## config.mk

```make
export PLATFORM = sky130hd
export DESIGN_NAME = uart_tx_mmio_flat
export DESIGN_NICKNAME = d
export VERILOG_FILES = /design/src/rtl/uart_tx_mmio_if.sv /design/src/rtl/uart_tx_mmio.sv /design/src/flat_wrapper.sv
export SDC_FILE = /design/constraint.sdc
export NUM_CORES = 1
export LEC_CHECK = 0
export ABC_AREA = 1
export CAP_MARGIN = 20
export CORE_MARGIN = 1
export CORE_UTILIZATION = 32
export DETAILED_ROUTE_END_ITERATION = 12
export PLACE_DENSITY = 0.64
export SLEW_MARGIN = 20
export SYNTH_ARGS = -nofsm -noshare
export SYNTH_HDL_FRONTEND = slang
export SYNTH_SLANG_ARGS = --single-unit
```

## constraint.sdc

```tcl
create_clock -name clock -period 2.2 [get_ports clock]
set_clock_uncertainty 0.05 [all_clocks]
set_input_delay 0.44 -clock clock [delete_from_list [all_inputs] [get_ports clock]]
set_output_delay 0.44 -clock clock [all_outputs]
set_load 0.005 [all_outputs]
```

## src/rtl/uart_tx_mmio_if.sv

```systemverilog
// CPU data-memory bus slice seen by the UART transmitter peripheral.
// Latency: none; this is a bundle of wires, read data is combinational in the slave.
// Backpressure: none; stores are fire-and-forget, a full queue drops data in the slave.
interface uart_tx_mmio_if;
  logic [31:0] rw_addr;
  logic [31:0] w_data;
  logic        w_en;
  logic [31:0] r_data;
  logic        r_hit;

  modport master (
    output rw_addr, w_data, w_en,
    input  r_data, r_hit
  );

  modport slave (
    input  rw_addr, w_data, w_en,
    output r_data, r_hit
  );
endinterface

```

## src/rtl/uart_tx_mmio.sv

```systemverilog
// Memory-mapped 8N1 UART transmitter with a small byte FIFO and a status word.
// Latency: a push at edge k starts the START bit after edge k+1 when idle; a frame is 10*CLKS_PER_BIT cycles.
// Backpressure: none on the bus; a push into a full FIFO without a same-cycle pop is dropped and sets sticky ovf.
module uart_tx_mmio #(
  parameter int          CLKS_PER_BIT = 16,
  parameter int          FIFO_DEPTH   = 4,
  parameter logic [31:0] DATA_ADDR    = 32'h0000_03f0,
  parameter logic [31:0] STAT_ADDR    = 32'h0000_03f4
) (
  input  logic           clock,
  input  logic           rst_n,
  uart_tx_mmio_if.slave  bus,
  output logic           tx,
  output logic           irq_empty
);

  localparam int AW = $clog2(FIFO_DEPTH);
  localparam int CW = AW + 1;
  localparam int BW = (CLKS_PER_BIT > 1) ? $clog2(CLKS_PER_BIT) : 1;
  localparam logic [BW-1:0] BAUD_LAST = BW'(CLKS_PER_BIT - 1);
  localparam logic [CW-1:0] DEPTH_C   = CW'(FIFO_DEPTH);

  typedef enum logic [1:0] {S_IDLE, S_START, S_DATA, S_STOP} state_t;

  state_t          state_q;
  logic [BW-1:0]   baud_q;
  logic [2:0]      bit_idx_q;
  logic [7:0]      shift_q;
  logic            tx_q;
  logic            irq_q;

  logic [7:0]      mem_q [FIFO_DEPTH];
  logic [AW-1:0]   wr_ptr_q, rd_ptr_q;
  logic [CW-1:0]   count_q, count_d;
  logic            ovf_q, ovf_d;

  logic            push_req, push_ok, pop, clr_req;
  logic            fifo_empty, fifo_full, baud_last, busy;
  logic [31:0]     status;

  // Only the low byte of a data store is transmitted; the rest has no meaning here.
  logic            unused_wdata_hi;
  assign unused_wdata_hi = ^bus.w_data[31:8];

  // Bus decode, FIFO accept/pop decisions and sticky overflow next-state.
  always_comb begin
    fifo_empty = (count_q == '0);
    fifo_full  = (count_q == DEPTH_C);
    baud_last  = (baud_q == BAUD_LAST);
    push_req   = bus.w_en && (bus.rw_addr == DATA_ADDR);
    clr_req    = bus.w_en && (bus.rw_addr == STAT_ADDR) && bus.w_data[3];
    // The FSM takes the head byte when leaving IDLE or at the last STOP cycle.
    pop        = !fifo_empty && ((state_q == S_IDLE) || ((state_q == S_STOP) && baud_last));
    // A same-cycle pop frees a slot, so a full FIFO can still accept.
    push_ok    = push_req && (!fifo_full || pop);
    count_d    = count_q + CW'(push_ok) - CW'(pop);
    ovf_d      = ovf_q;
    if (clr_req)              ovf_d = 1'b0;
    // Overflow is applied last so it wins over a simultaneous clear.
    if (push_req && !push_ok) ovf_d = 1'b1;
  end

  // FIFO pointers, occupancy and overflow flag.
  always_ff @(posedge clock or negedge rst_n) begin
    if (!rst_n) begin
      wr_ptr_q <= '0;
      rd_ptr_q <= '0;
      count_q  <= '0;
      ovf_q    <= 1'b0;
    end else begin
      if (push_ok) wr_ptr_q <= wr_ptr_q + AW'(1);
      if (pop)     rd_ptr_q <= rd_ptr_q + AW'(1);
      count_q <= count_d;
      ovf_q   <= ovf_d;
    end
  end

  // FIFO storage; contents need no reset since occupancy gates every read.
  always_ff @(posedge clock) begin
    if (push_ok) mem_q[wr_ptr_q] <= bus.w_data[7:0];
  end

  // Serialiser FSM with registered line output and empty interrupt.
  always_ff @(posedge clock or negedge rst_n) begin
    if (!rst_n) begin
      state_q   <= S_IDLE;
      baud_q    <= '0;
      bit_idx_q <= '0;
      shift_q   <= '0;
      tx_q      <= 1'b1;
      irq_q     <= 1'b1;
    end else begin
      irq_q <= (state_q == S_IDLE) && fifo_empty;
      case (state_q)
        S_IDLE: begin
          tx_q <= 1'b1;
          if (pop) begin
            shift_q <= mem_q[rd_ptr_q];
            baud_q  <= '0;
            tx_q    <= 1'b0;
            state_q <= S_START;
          end
        end
        S_START: begin
          if (baud_last) begin
            baud_q    <= '0;
            bit_idx_q <= '0;
            tx_q      <= shift_q[0];
            state_q   <= S_DATA;
          end else begin
            baud_q <= baud_q + BW'(1);
          end
        end
        S_DATA: begin
          if (baud_last) begin
            baud_q  <= '0;
            shift_q <= {1'b0, shift_q[7:1]};
            if (bit_idx_q == 3'd7) begin
              tx_q    <= 1'b1;
              state_q <= S_STOP;
            end else begin
              bit_idx_q <= bit_idx_q + 3'd1;
              // Present the next bit together with the shift so tx stays registered.
              tx_q      <= shift_q[1];
            end
          end else begin
            baud_q <= baud_q + BW'(1);
          end
        end
        S_STOP: begin
          if (baud_last) begin
            baud_q <= '0;
            if (pop) begin
              // Chain straight into the next START bit with no idle gap.
              shift_q <= mem_q[rd_ptr_q];
              tx_q    <= 1'b0;
              state_q <= S_START;
            end else begin
              state_q <= S_IDLE;
            end
          end else begin
            baud_q <= baud_q + BW'(1);
          end
        end
        default: begin
          tx_q    <= 1'b1;
          state_q <= S_IDLE;
        end
      endcase
    end
  end

  // Status word and read-path decode, combinational from address and registers.
  always_comb begin
    busy       = (state_q != S_IDLE) || !fifo_empty;
    status     = {24'h0, 4'(count_q), ovf_q, fifo_empty, fifo_full, busy};
    bus.r_hit  = (bus.rw_addr == STAT_ADDR);
    bus.r_data = bus.r_hit ? status : 32'h0;
  end

  assign tx        = tx_q;
  assign irq_empty = irq_q;

endmodule

```

## src/flat_wrapper.sv

```systemverilog
// flat-port wrapper written by rule: the top's interface ports become plain ports
module uart_tx_mmio_flat 
#(
  parameter int          CLKS_PER_BIT = 16,
  parameter int          FIFO_DEPTH   = 4,
  parameter logic [31:0] DATA_ADDR    = 32'h0000_03f0,
  parameter logic [31:0] STAT_ADDR    = 32'h0000_03f4
)
  (clock, rst_n, tx, irq_empty, bus_rw_addr, bus_w_data, bus_w_en, bus_r_data, bus_r_hit);
  uart_tx_mmio_if bus_i ();
  input  logic clock;
  input  logic rst_n;
  output logic tx;
  output logic irq_empty;
  input wire logic [$bits(bus_i.rw_addr)-1:0] bus_rw_addr;
  input wire logic [$bits(bus_i.w_data)-1:0] bus_w_data;
  input wire logic [$bits(bus_i.w_en)-1:0] bus_w_en;
  output wire logic [$bits(bus_i.r_data)-1:0] bus_r_data;
  output wire logic [$bits(bus_i.r_hit)-1:0] bus_r_hit;
  assign bus_i.rw_addr = bus_rw_addr;
  assign bus_i.w_data = bus_w_data;
  assign bus_i.w_en = bus_w_en;
  assign bus_r_data = bus_i.r_data;
  assign bus_r_hit = bus_i.r_hit;
  uart_tx_mmio #(.CLKS_PER_BIT(CLKS_PER_BIT), .FIFO_DEPTH(FIFO_DEPTH), .DATA_ADDR(DATA_ADDR), .STAT_ADDR(STAT_ADDR)) u_core (.clock(clock), .rst_n(rst_n), .bus(bus_i), .tx(tx), .irq_empty(irq_empty));
endmodule
```

==> flow_summary.yaml <==
global_route:
  final_global_route_overflow_total: 0
  first_global_vias: 2507
  grt_antenna_before_repair: 0
  first_pass_grt_wire_length_um: 11300
  grt_start_max_net_pins: 28
  grtUsageTotal_pct: 13.9
route:
  drt_pre_antenna_iters: 4
  drtAntennaViolNets: 0
  vias: 2766
  post_drt_wl_per_cell_um: 10.9
  drc: 0
  vias_per_cell: 4.38
  drt-initial-drc-count: 94
  wl_um: 6900
synth:
  syn_inst: 377
  synthArstFlopShare_pct: 45.8
  synth.yosys.warnings: 0
  synth-seq-cells: 59
  yosysTopAreaCell: "sky130_fd_sc_hd__edfxtp_1"
  synth.avg_cell_area_um2: 8.67
  yosys.cell_count.top_type: "sky130_fd_sc_hd__nand2_1"
  synth_edf_count: 32
  sequential_element_share_of_the_synthesized_area_pct: 50.2
  yosys_most_used_dff: "sky130_fd_sc_hd__edfxtp_1"
  synth_common_cells: "112 x sky130_fd_sc_hd__nand2_1, 48 x sky130_fd_sc_hd__nor2_1, 37 x sky130_fd_sc_hd__nand3_1, 32 x sky130_fd_sc_hd__edfxtp_1, 32 x sky130_fd_sc_hd__inv_1"
  yosys-top-cells-area: "sky130_fd_sc_hd__edfxtp_1 29%, sky130_fd_sc_hd__dfrtp_1 19%, sky130_fd_sc_hd__nand2_1 13%"
  post_synth_instance_area_um2: 3270
  synth_top_cell_area_share_pct: 29.4
  synthDistinctLibCells: 34
worst_setup_path:
  ff2ff_setup_slack_ps: 70
  worst_ep_arrival_time_ps: 2300
  timing.setup.critical_path_class: "reg2reg"
  critical-path-slowest-cell: "sky130_fd_sc_hd__dfrtp_1"
  crit_chain: "ha_4 -> nand3_4 -> o21ai_4 -> nand2_4 -> nor2_4 -> o21bai_4 -> ha_4 -> inv_2 -> fa_2 -> xnor2_2 -> xor2_1"
  worstPathMaxFanout: 3
  startpoint_type: "flip-flop"
  end_kind: "flip-flop"
  crit_required_ps: 2380
  cp_common_cell: "sky130_fd_sc_hd__ha_4"
  cpPeakStageDelay_ps: 400
timing:
  setup_violations: 0
  finalHoldViolations: 0
  final.period_utilization_pct: 96.6
  fmax_mhz: 470
  timing.final.ws_setup_ps: 73.9
  setup_total_neg_slack_ps: 0
  finalCriticalPeriod_ps: 2130
  rsz0062_at_grt: "yes"
  number_of_max_slew_violations_in_the_final_report: 0
  hold-worst-slack_ps: 426
clock_network:
  clk-insertion-delay-late_ps: 340
  clkSlewWorstSetupHoldPaths_ps: 80
  cts.sink_count: 59
  cts_made_buffers: 9
  cts.root.buffer_cell: "sky130_fd_sc_hd__clkbuf_8"
  clock_path_buffers: 2
  cts_htree_levels: 3
  clock_tree_from_tritoncts: "done"
  cts_hold_buf: 0
floorplanning:
  initial_utilization_pct: 33.3
  core_um2: 9820
  rows: 36
  die_area_um2: 10600
  die_width_um: 103
  io-pin-count: 102
  die_height_um: 103
final_layout:
  area_growth_syn_to_layout_pct: 37.3
  diode_count: 0
  final_core_utilization_pct: 45.7
  finalNonFillerCells: 632
  final_nets: 575
  final_area_um2: 4490
  layout-drive-gt1-share_pct: 26.5
job:
  timing.max_cap.violations: 0
power:
  power.switching_mw: 0.542
  power_frac_comb_pct: 6.6
  share_seq_of_total_power_pct: 50.1
  power-per-cell-area_nw_per_um2: 518
  internal_power_mw: 1.78
  clkPwrFrac_pct: 43.2
  swShare_pct: 23.3
  post-layout-total-power_mw: 2.32
  power.ir.vdd_worst_mv: 0.297
  power_leakage_nw: 2.09
placed_design:
  place.port_buffers: 52
  finalWeightedCongestion: 0.765
  placed_cells: 582
  hpwl_um: 4580
  placedInstanceArea_um2: 4050
  post-place-ws_ps: -489
hold_path:
  hold_path_class: "in2async"
status:
  outcome: "completed"
-- critical path, delay by kind of cell, from the launching register on --
family                   cells  cell delay, ps
adder cells (fa/ha/maj)      3             660
flip-flops                   1             400
AO/OA/AOI/OAI                2             310
XOR/XNOR                     2             280
AND/OR/NAND/NOR              3             280
buffers and inverters        1              30
-- sequential cells by signal (all words and copies together), names as in the netlist --
name and flops:
u_core.baud_q 4, u_core.bit_idx_q 3, u_core.count_q 3, u_core.irq_empty 1
u_core.mem_q 32, u_core.ovf_q 1, u_core.rd_ptr_q 2, u_core.shift_q 8
u_core.state_q 2, u_core.tx 1, u_core.wr_ptr_q 2
-- power groups by stage --
stage	clock [mW]	combinational (mW)	sequential [mW]
finish	1.00	0.154	1.17
global route	1.07	0.174	1.17
detailed placement	0	0.135	1.19
floorplan	0	0.0593	1.19
global placement	0	0.133	1.19
CTS	1.03	0.146	1.17
-- per-layer routing --
metal  track usage (%)  vias to the layer above  share of wire [%]
li1                  -                     1394                  -
met1              16.6                     1265                 41
met2              23.9                       94                 50
met3              3.19                       13                6.1
met4              5.96                        0                2.0
met5                 0                        -                  0
-- repair_timing --
item                       CTS  global route
pin swaps                   30            35
setup endpoints to repair    9            42
gates resized for setup     72            43
buffers inserted            35             5
-- cells in the final DEF (no fill, tap or decap), types with 3 or more instances in the layout --
master	instances
sky130_fd_sc_hd__edfxtp_1	32
sky130_fd_sc_hd__clkdlybuf4s15_1	11
sky130_fd_sc_hd__nand4_1	4
sky130_fd_sc_hd__dfrtp_1	25
sky130_fd_sc_hd__o21ai_0	10
sky130_fd_sc_hd__clkdlybuf4s50_1	13
sky130_fd_sc_hd__conb_1	25
sky130_fd_sc_hd__inv_2	7
sky130_fd_sc_hd__nor2_1	40
sky130_fd_sc_hd__xor2_1	3
sky130_fd_sc_hd__inv_1	27
sky130_fd_sc_hd__clkbuf_2	9
sky130_fd_sc_hd__buf_4	59
sky130_fd_sc_hd__a21oi_1	4
sky130_fd_sc_hd__nand2_1	112
sky130_fd_sc_hd__nor2_4	3
sky130_fd_sc_hd__ha_1	9
sky130_fd_sc_hd__buf_2	6
sky130_fd_sc_hd__buf_6	3
sky130_fd_sc_hd__dlygate4sd2_1	12
sky130_fd_sc_hd__nor2_2	8
sky130_fd_sc_hd__clkbuf_8	9
sky130_fd_sc_hd__nand3_1	36
-- kinds of logic after synthesis --
group	synth area share, %
AND/OR/NAND/NOR	28.3
buffers and inverters	11.0
flip-flops	50.2
AO/OA/AOI/OAI	3.79
adder cells (fa/ha/maj)	5.59
XOR/XNOR	1.07
other	0.115
-- cell type report --
type | instances | area [um^2]
Fill cell | 980 | 5330
Clock inverter | 7 | 76.3
Clock buffer | 9 | 124
Tap cell | 133 | 166
Multi-Input combinational cell | 276 | 1450
Sequential cell | 59 | 1640
Timing Repair Buffer | 113 | 897
Inverter | 35 | 131
-- final timing paths --
check / cells past startpoint / to / from
max reg2reg: 11 / u_core.count_q[2] / u_core.baud_q[0]
max: 11 / u_core.count_q[2] / u_core.baud_q[0]
max in group asynchronous: 2 / u_core.irq_empty / rst_n
min: 2 / u_core.shift_q[7] / rst_n
min reg2reg: 2 / u_core.tx / u_core.tx
min in group clock: 2 / u_core.tx / u_core.tx
(Power assumes the default switching activity.)
